$ cat src/rtl/uart_frame_pkg.sv
// Shared definitions for the UART frame sender: FSM encoding, ASCII constants,
// frame geometry and the double-dabble add-3 helper.
package uart_frame_pkg;

    typedef enum logic [1:0] {
        IDLE,
        CONV,
        SEND,
        DONE
    } state_t;

    localparam logic [7:0] ASCII_ZERO  = 8'h30;
    localparam logic [7:0] ASCII_CR    = 8'h0D;
    localparam logic [7:0] ASCII_LF    = 8'h0A;
    localparam logic [7:0] ASCII_SPACE = 8'h20;

    localparam int FRAME_LEN  = 8;
    localparam int BIN_W      = 12;
    localparam int BCD_DIGITS = 4;
    localparam int BCD_W      = 4 * BCD_DIGITS;

    // Pre-shift correction: any nibble that would reach 10+ after doubling gets +3.
    function automatic logic [BCD_W-1:0] bcd_add3(input logic [BCD_W-1:0] bcd);
        logic [BCD_W-1:0] r;
        r = bcd;
        for (int i = 0; i < BCD_DIGITS; i++) begin
            if (bcd[4*i +: 4] >= 4'd5) begin
                r[4*i +: 4] = bcd[4*i +: 4] + 4'd3;
            end
        end
        return r;
    endfunction

endpackage

$ cat src/rtl/bin2bcd_seq.sv
// Sequential binary-to-BCD converter: one shift-add-3 step per clock, BIN_W steps.
// done is high during the cycle whose clock edge performs the final shift.
module bin2bcd_seq
    import uart_frame_pkg::*;
(
    input  logic             clk,
    input  logic             rst,
    input  logic             start,
    input  logic [BIN_W-1:0] bin_in,
    output logic [BCD_W-1:0] bcd_out,
    output logic             done
);

    localparam logic [3:0] LAST_STEP = 4'(BIN_W - 1);

    logic [BIN_W-1:0] shift_q;
    logic [BCD_W-1:0] bcd_q;
    logic [BCD_W-1:0] bcd_adj;
    logic [3:0]       step_q;
    logic             run_q;

    assign bcd_adj = bcd_add3(bcd_q);
    assign done    = run_q && (step_q == LAST_STEP);
    assign bcd_out = bcd_q;

    // NOTE: sequential state uses non-blocking assignments so every register
    // samples the pre-edge values, independent of statement order.
    always_ff @(posedge clk or negedge rst) begin
        if (!rst) begin
            shift_q <= '0;
            bcd_q   <= '0;
            step_q  <= '0;
            run_q   <= 1'b0;
        end else if (start) begin
            shift_q <= bin_in;
            bcd_q   <= '0;
            step_q  <= '0;
            run_q   <= 1'b1;
        end else if (run_q) begin
            {bcd_q, shift_q} <= {bcd_adj, shift_q} << 1;
            step_q           <= step_q + 4'd1;
            if (done) begin
                run_q <= 1'b0;
            end
        end
    end

endmodule

$ cat src/rtl/uart_frame_sender.sv
// Converts a 12-bit value to ASCII decimal and pushes "PREFIX SEP d3 d2 d1 d0 CR LF"
// into a TX FIFO. Define LEADING_ZERO_BLANK_EN to send leading zeros of d3..d1 as spaces.
module uart_frame_sender
    import uart_frame_pkg::*;
#(
    parameter logic [7:0] PREFIX = 8'h44,
    parameter logic [7:0] SEP    = 8'h3D
) (
    input  logic        clk,
    input  logic        rst,
    input  logic        start_send,
    input  logic [11:0] i_send_data,
    input  logic        full,
    output logic        push,
    output logic [7:0]  send_data,
    output logic        tx_done,
    output logic        busy
);

    localparam logic [2:0] LAST_IDX = 3'(FRAME_LEN - 1);

    state_t           state_q;
    logic [2:0]       idx_q;
    logic             accept;
    logic             conv_done;
    logic [BCD_W-1:0] bcd;
    logic [2:0]       blank;
    logic [7:0]       frame_byte;

    assign accept = (state_q == IDLE) && start_send;

    bin2bcd_seq u_bcd (
        .clk     (clk),
        .rst     (rst),
        .start   (accept),
        .bin_in  (i_send_data),
        .bcd_out (bcd),
        .done    (conv_done)
    );

    // blank[k] marks frame byte 2+k as a leading zero to be sent as a space.
`ifdef LEADING_ZERO_BLANK_EN
    assign blank[0] = (bcd[15:12] == 4'd0);
    assign blank[1] = blank[0] && (bcd[11:8] == 4'd0);
    assign blank[2] = blank[1] && (bcd[7:4] == 4'd0);
`else
    assign blank = 3'b000;
`endif

    function automatic logic [7:0] digit_char(input logic [3:0] nib, input logic blanked);
        return blanked ? ASCII_SPACE : (ASCII_ZERO + {4'h0, nib});
    endfunction

    // NOTE: a default assignment ahead of the case keeps this block free of latches.
    always_comb begin
        frame_byte = 8'h00;
        case (idx_q)
            3'd0:    frame_byte = PREFIX;
            3'd1:    frame_byte = SEP;
            3'd2:    frame_byte = digit_char(bcd[15:12], blank[0]);
            3'd3:    frame_byte = digit_char(bcd[11:8],  blank[1]);
            3'd4:    frame_byte = digit_char(bcd[7:4],   blank[2]);
            3'd5:    frame_byte = digit_char(bcd[3:0],   1'b0);
            3'd6:    frame_byte = ASCII_CR;
            default: frame_byte = ASCII_LF;
        endcase
    end

    // Decoded from state so an asynchronous reset drops push in the same instant.
    assign push      = (state_q == SEND) && !full;
    assign send_data = (state_q == SEND) ? frame_byte : 8'h00;

    always_ff @(posedge clk or negedge rst) begin
        if (!rst) begin
            state_q <= IDLE;
            idx_q   <= '0;
            tx_done <= 1'b0;
            busy    <= 1'b0;
        end else begin
            case (state_q)
                IDLE: begin
                    if (start_send) begin
                        state_q <= CONV;
                        busy    <= 1'b1;
                    end
                end
                CONV: begin
                    if (conv_done) begin
                        state_q <= SEND;
                        idx_q   <= '0;
                    end
                end
                SEND: begin
                    if (push) begin
                        idx_q <= idx_q + 3'd1;
                        if (idx_q == LAST_IDX) begin
                            state_q <= DONE;
                            tx_done <= 1'b1;
                        end
                    end
                end
                DONE: begin
                    state_q <= IDLE;
                    tx_done <= 1'b0;
                    busy    <= 1'b0;
                end
                default: state_q <= IDLE;
            endcase
        end
    end

endmodule

$ cat config.mk
export PLATFORM = sky130hd
export DESIGN_NAME = uart_frame_sender
export DESIGN_NICKNAME = d
export VERILOG_FILES = /design/src/rtl/uart_frame_pkg.sv /design/src/rtl/bin2bcd_seq.sv /design/src/rtl/uart_frame_sender.sv
export SDC_FILE = /design/constraint.sdc
export NUM_CORES = 1
export LEC_CHECK = 0
export CAP_MARGIN = 0
export CORE_ASPECT_RATIO = 0.9
export CORE_MARGIN = 5
export CORE_UTILIZATION = 40
export CTS_BUF_LIST = sky130_fd_sc_hd__clkbuf_2 sky130_fd_sc_hd__clkbuf_4 sky130_fd_sc_hd__clkbuf_8
export DETAILED_ROUTE_END_ITERATION = 16
export GPL_TIMING_DRIVEN = 0
export SLEW_MARGIN = 20
export SYNTH_ARGS = -nofsm -noshare
export SYNTH_HDL_FRONTEND = slang
export SYNTH_SLANG_ARGS = --single-unit
$ cat constraint.sdc
create_clock -name clk -period 2.2 [get_ports clk]
set_clock_uncertainty 0.05 [all_clocks]
set_input_delay 0.33 -clock clk [delete_from_list [all_inputs] [get_ports clk]]
set_output_delay 0.33 -clock clk [all_outputs]
set_load 0.02 [all_outputs]
======== Yosys cells after proc, flatten, opt, wreduce, memory -nomap -nowiden ========
Index checks and enable logic that the tools add are counted.
operators by class
  reductions and logical operators ........ 14
  $lt $le $gt $ge ......................... 4
  muxes and demuxes ....................... 28
  add/subtract/negate cells ............... 10
  equal/unequal tests ..................... 15
operator list
  operator               number
  $pmux W7 S7            1
  $mux W16               2
  $add A6 B4 Y7 const A  4
  $mux W12               2
  $mux W4                5
  $ge A4 B3 Y1 const B   4
  $add A4 B2 Y4 const B  3
  $eq A3 B3 Y1 const B   4
  $mux W3                3
  $mux W2                4
  $mux W8                1
  $pmux W2 S4            1
  $reduce_bool A2 Y1     4
  $eq A3 B2 Y1 const B   2
  $mux W1                6
  $ne A2 B2 Y1 const B   3
  $pmux W3 S2            1
  $reduce_and A3 Y1      2
  $add A4 B1 Y4 const B  1
  $eq A2 B2 Y1 const B   2
  $eq A4 B4 Y1 const B   1
  $pmux W1 S2            2
  $reduce_and A4 Y1      1
  $add A3 B1 Y3 const B  1
  other kinds (9)        11
word-level totals
  register bits after elaboration ......... 40
  input bits .............................. 16
  output and inout bits ................... 11

======== Longest topological paths before layout ========
  depth after elaboration ................. 5
  depth in mapped cells ................... 7
  gate-level depth less buffers ........... 5

======== Cells and area by module ========
From an unflattened synthesis, not the netlist that was laid out.
unflattened totals
  cell total of the unflattened synthesis .. 274
  area total of the unflattened synthesis .. 2544.9 µm²
modules (own cells, without submodules)
  module             cells an instance  area an instance (µm²)  instances  sequential area each (µm²)
  bin2bcd_seq        186                1798.0                  1          825.8
  uart_frame_sender  88                 747.0                   1          175.2

======== Worst setup path after synthesis ========
No wires, ideal clock.
  kind .................................... register to output
  start point ............................. register idx_q[2]
  end point ............................... output port send_data[3]
  data required time ...................... 1.820 ns
  cell stages (with the launch flop) ...... 6
  arrival ................................. 2.032 ns
  setup slack ............................. -0.212 ns
  cells stage by stage .................... dfrtp_1 -> clkbuf_1 -> inv_1 -> ha_1 -> or4_1 -> a41oi_1
on the way
  word-level cells in the longest chain between the ends .. 3
  elaborated cells between the ends (all ways) .. 9
  classes of those cells .................. 6 x eq/ne; 2 x mux; 1 x reduce/logical
ends and longest elaborated chain
  element                                     RTL line                 source
  from (decl)                                 uart_frame_sender.sv:23  logic [2:0] idx_q;
  from (signal assigned)                      uart_frame_sender.sv:95  idx_q <= idx_q + 3'd1;
  $eq A3 B3 Y1, or another cell as far along  uart_frame_sender.sv:57  case (idx_q)
  $pmux W7 S7 *                               uart_frame_sender.sv:57
  $mux W8 *                                   uart_frame_sender.sv:71  assign send_data = (state_q == SEND) ? frame_byte : 8'h00;
  to (decl)                                   uart_frame_sender.sv:15  output logic [7:0] send_data,
Every way passes the cells marked *; elsewhere a longest branch is shown, timed or not.

======== Worst setup path in the final report ========
  start point ............................. register idx_q[0]
  end point ............................... output port send_data[3]
Same word-level chain as after synthesis.

==> metrics.md <==
| Metric | Value |
|---|---|
| Run status | `finished, violations left` |
| Failing checks | `negative setup slack` |
| Mapped Cells | `279` |
| Crit path top cell by count | `ha_4` |
| Crit Reg-Reg Startpoint | `state_q[0]` |
| I/O Buffers | `25` |
| Ys flop type | `dfrtp_1` |
| DIE AREA | `0.00811 sq mm` |
| EDFF count, synth | `0` |
| Critical path buffer and inverter count | `1` |
| DR DRC count | `0` |
| Starting Density | `41.5%` |
| Row cnt | `27` |
| Die Y | `86.0 um` |
| RSZ-0062 raised after global routing | `true` |
| FF-to-FF path depth | `7` |
| Highest clock rate | `0.418 GHz` |
| Drt wl/cell | `15.2 um` |
| Final setup fails | `5` |
| Hold crit path type | `input pin to asynchronous set/reset pin` |
| Gr ovfl total | `0` |
| Register-to-register path setup slack | `0.31 ns` |
| Placer Congestion | `0.825` |
| CTS HTree Levels | `2` |
| Synth async-reset ratio | `100%` |
| Largest net degree at the start of global routing | `22` |
| Sink Count | `40` |
| Crit end category | `primary output` |
| Ant. Diodes | `0` |
| Max incr delay on CP | `0.55 ns` |
| Sequential share of the synthesized area | `39.0%` |
| Syn_nets | `315` |
| Worst-path maximum fanout | `4` |
| Pre-antenna DRT Iters | `4` |
| Root Buffer | `clkbuf_8` |
| Max_slew headroom | `62.7%` |
| Vias in the first global route | `2209` |
| Initial antenna violation count | `0` |
| Routed wire length | `6260 um` |
| TritonCTS buffer count | `5` |
| Via/cell ratio | `5.31` |
| Hold Fails Final Rpt | `0` |
| Crit Reg-Reg Endpoint | `idx_q[1]` |
| Syn. warnings | `0` |
| Cell Chain, Critical Path | `ha_4 > ha_4 > or4_4 > a41oi_4 > buf_6` |
| Synthesis-to-layout area growth | `25.4%` |
| CTS tree | `done` |
| Arrival time at the worst endpoint | `2.02 ns` |
| Vias | `2181` |
| Max Cap Violations | `0` |
| I/O pin total | `27` |
| Post-synth top area cell | `dfrtp_1` |
| Worst vdd ir | `0.494 mV` |
| Starting DRT DRC Count | `105` |
| Yosys top cell area share | `39.0%` |
| CP required | `1.82 ns` |
| Count leader, synth | `dfrtp_1` |
| CP max stage cell | `or4_4` |
| Startpoint Class | `flop` |
| Layout cell share with drive strength beyond 1 | `17.0%` |
| Skew-Pair Late Insertion Delay | `0.30 ns` |
| Yosys reg bits | `40` |
| Final core utilization | `52.0%` |
| Fin crit share | `109%` |
| Core area | `0.00618 sq mm` |
| Die Wd | `94.4 um` |
| First-pass GRT wire length | `10900 um` |
| Cell Pwr Density | `1450 mW/mm^2` |
| Overall Global Routing Usage | `17.0%` |
| Worst setup margin | `-0.195 ns` |
| Synth unique cells | `46` |
| Worst-path clk slew | `0.09 ns` |
| Post-Syn Area per Cell | `9.19 sq um` |
| Final Slew Violations | `0` |
| Leak | `1.52 nW` |
| Post-layout nets | `359` |
| Synth area leaders | `dfrtp_1 (39%), ha_1 (9.8%), mux2i_1 (6.2%)` |
| DP Area | `0.00297 sq mm` |
| Synth cell count leaders | `dfrtp_1 (40), nand2_1 (28), o21ai_0 (26)` |
| Critical path class | `flop to primary output` |
| Minimum clock period | `2.40 ns` |
| Worst slew pin tran | `0.559 ns` |
| Hpwl dp | `4390 um` |
| Mapped cell area | `0.00256 sq mm` |
| Remaining antenna violation count | `0` |
| Max clock buf depth | `2` |
| Finished Cell Area | `0.00321 sq mm` |
| Critical path's top delay family | `simple AND/OR/NAND/NOR gates` |
-- worst max path at each step --
stage,cells past startpoint,slack [ns],start,to
after global routing,5,-0.25,idx_q[0],send_data[3]
after global placement,6,-0.71,idx_q[2],send_data[3]
after detailed placement,6,-0.71,idx_q[2],send_data[3]
final,5,-0.20,idx_q[0],send_data[3]
after floorplan,5,0.04,idx_q[2],send_data[3]
after CTS,5,-0.23,idx_q[0],send_data[3]
-- power by group --
group          internal [mW]  switching [mW]  leakage, nW
combinational           1.25            1.54        0.975
clock                  0.222           0.285       0.0479
sequential              1.07           0.281        0.500
total                   2.55            2.11         1.52
-- sequential cells by signal (all words and copies together), names as in the netlist --
register,flops
u_bcd.shift_q,12
u_bcd.bcd_out,16
busy,1
state_q,2
idx_q,3
u_bcd.step_q,4
tx_done,1
u_bcd.run_q,1
-- cells by family after synthesis --
family | synth area share, %
other | 0.146
buffers and inverters | 6.34
and+or+nand+nor | 14.6
muxes | 7.13
xor gates and xnor gates | 1.71
adders and majority gates | 9.76
AOI/OAI and AO/OA | 21.2
DFF | 39.0
-- per-layer routing --
layer	GRT usage (%)	share of wire, %
met5	0	0
met4	4.72	1.2
met3	2.98	3.8
met2	27.1	45
met1	23.7	50
-- layout by cell type, fill, tap and decap left out, types with 5 or more instances in the layout --
| cell | count |
|---|---|
| dfrtp_1 | 38 |
| nand2_1 | 27 |
| o21ai_0 | 26 |
| inv_1 | 17 |
| mux2i_1 | 16 |
| clkdlybuf4s50_1 | 16 |
| buf_4 | 15 |
| ha_1 | 15 |
| nor2_1 | 13 |
| a21oi_1 | 9 |
| clkbuf_1 | 8 |
| nand2b_1 | 8 |
| nand3_1 | 8 |
| a211oi_1 | 7 |
| clkbuf_8 | 6 |
| a21o_1 | 5 |
| a31oi_1 | 5 |
| buf_2 | 5 |
| a2111oi_0 | 5 |
-- per-stage QoR --
step	total power [mW]	hold slack (ns)	TNS [ns]	worst slack, ns	std cells
2_1_floorplan	3.20	-0.0156	0	0.0361	279
3_3_place_gp	3.87	0.449	-17.99	-0.710	391
3_5_place_dp	3.94	0.285	-2.91	-0.713	392
4_1_cts	4.61	0.498	-0.737	-0.226	409
5_1_grt	5.11	0.515	-0.968	-0.246	411
6_report	4.65	0.482	-0.623	-0.195	411
-- layout make-up --
cell class / instances / area [sq um]
fillers: 588 / 2970
multi-input cells: 200 / 1480
flip-flops and latches: 40 / 1000
repair buffers: 37 / 347
well taps: 87 / 109
plain buffers: 19 / 104
inverters: 20 / 82.6
clock buffers: 5 / 68.8
clock inverters: 3 / 18.8
-- timing repair --
action / CTS / global route
pin swaps: 3 / 1
hold buffers: 1 / 0
resized for setup: 40 / 15
setup endpoints to repair: 8 / 26
setup buffers: 8 / 2
hold endpoints to repair: 20 / 0
(Power assumes the default switching activity.)
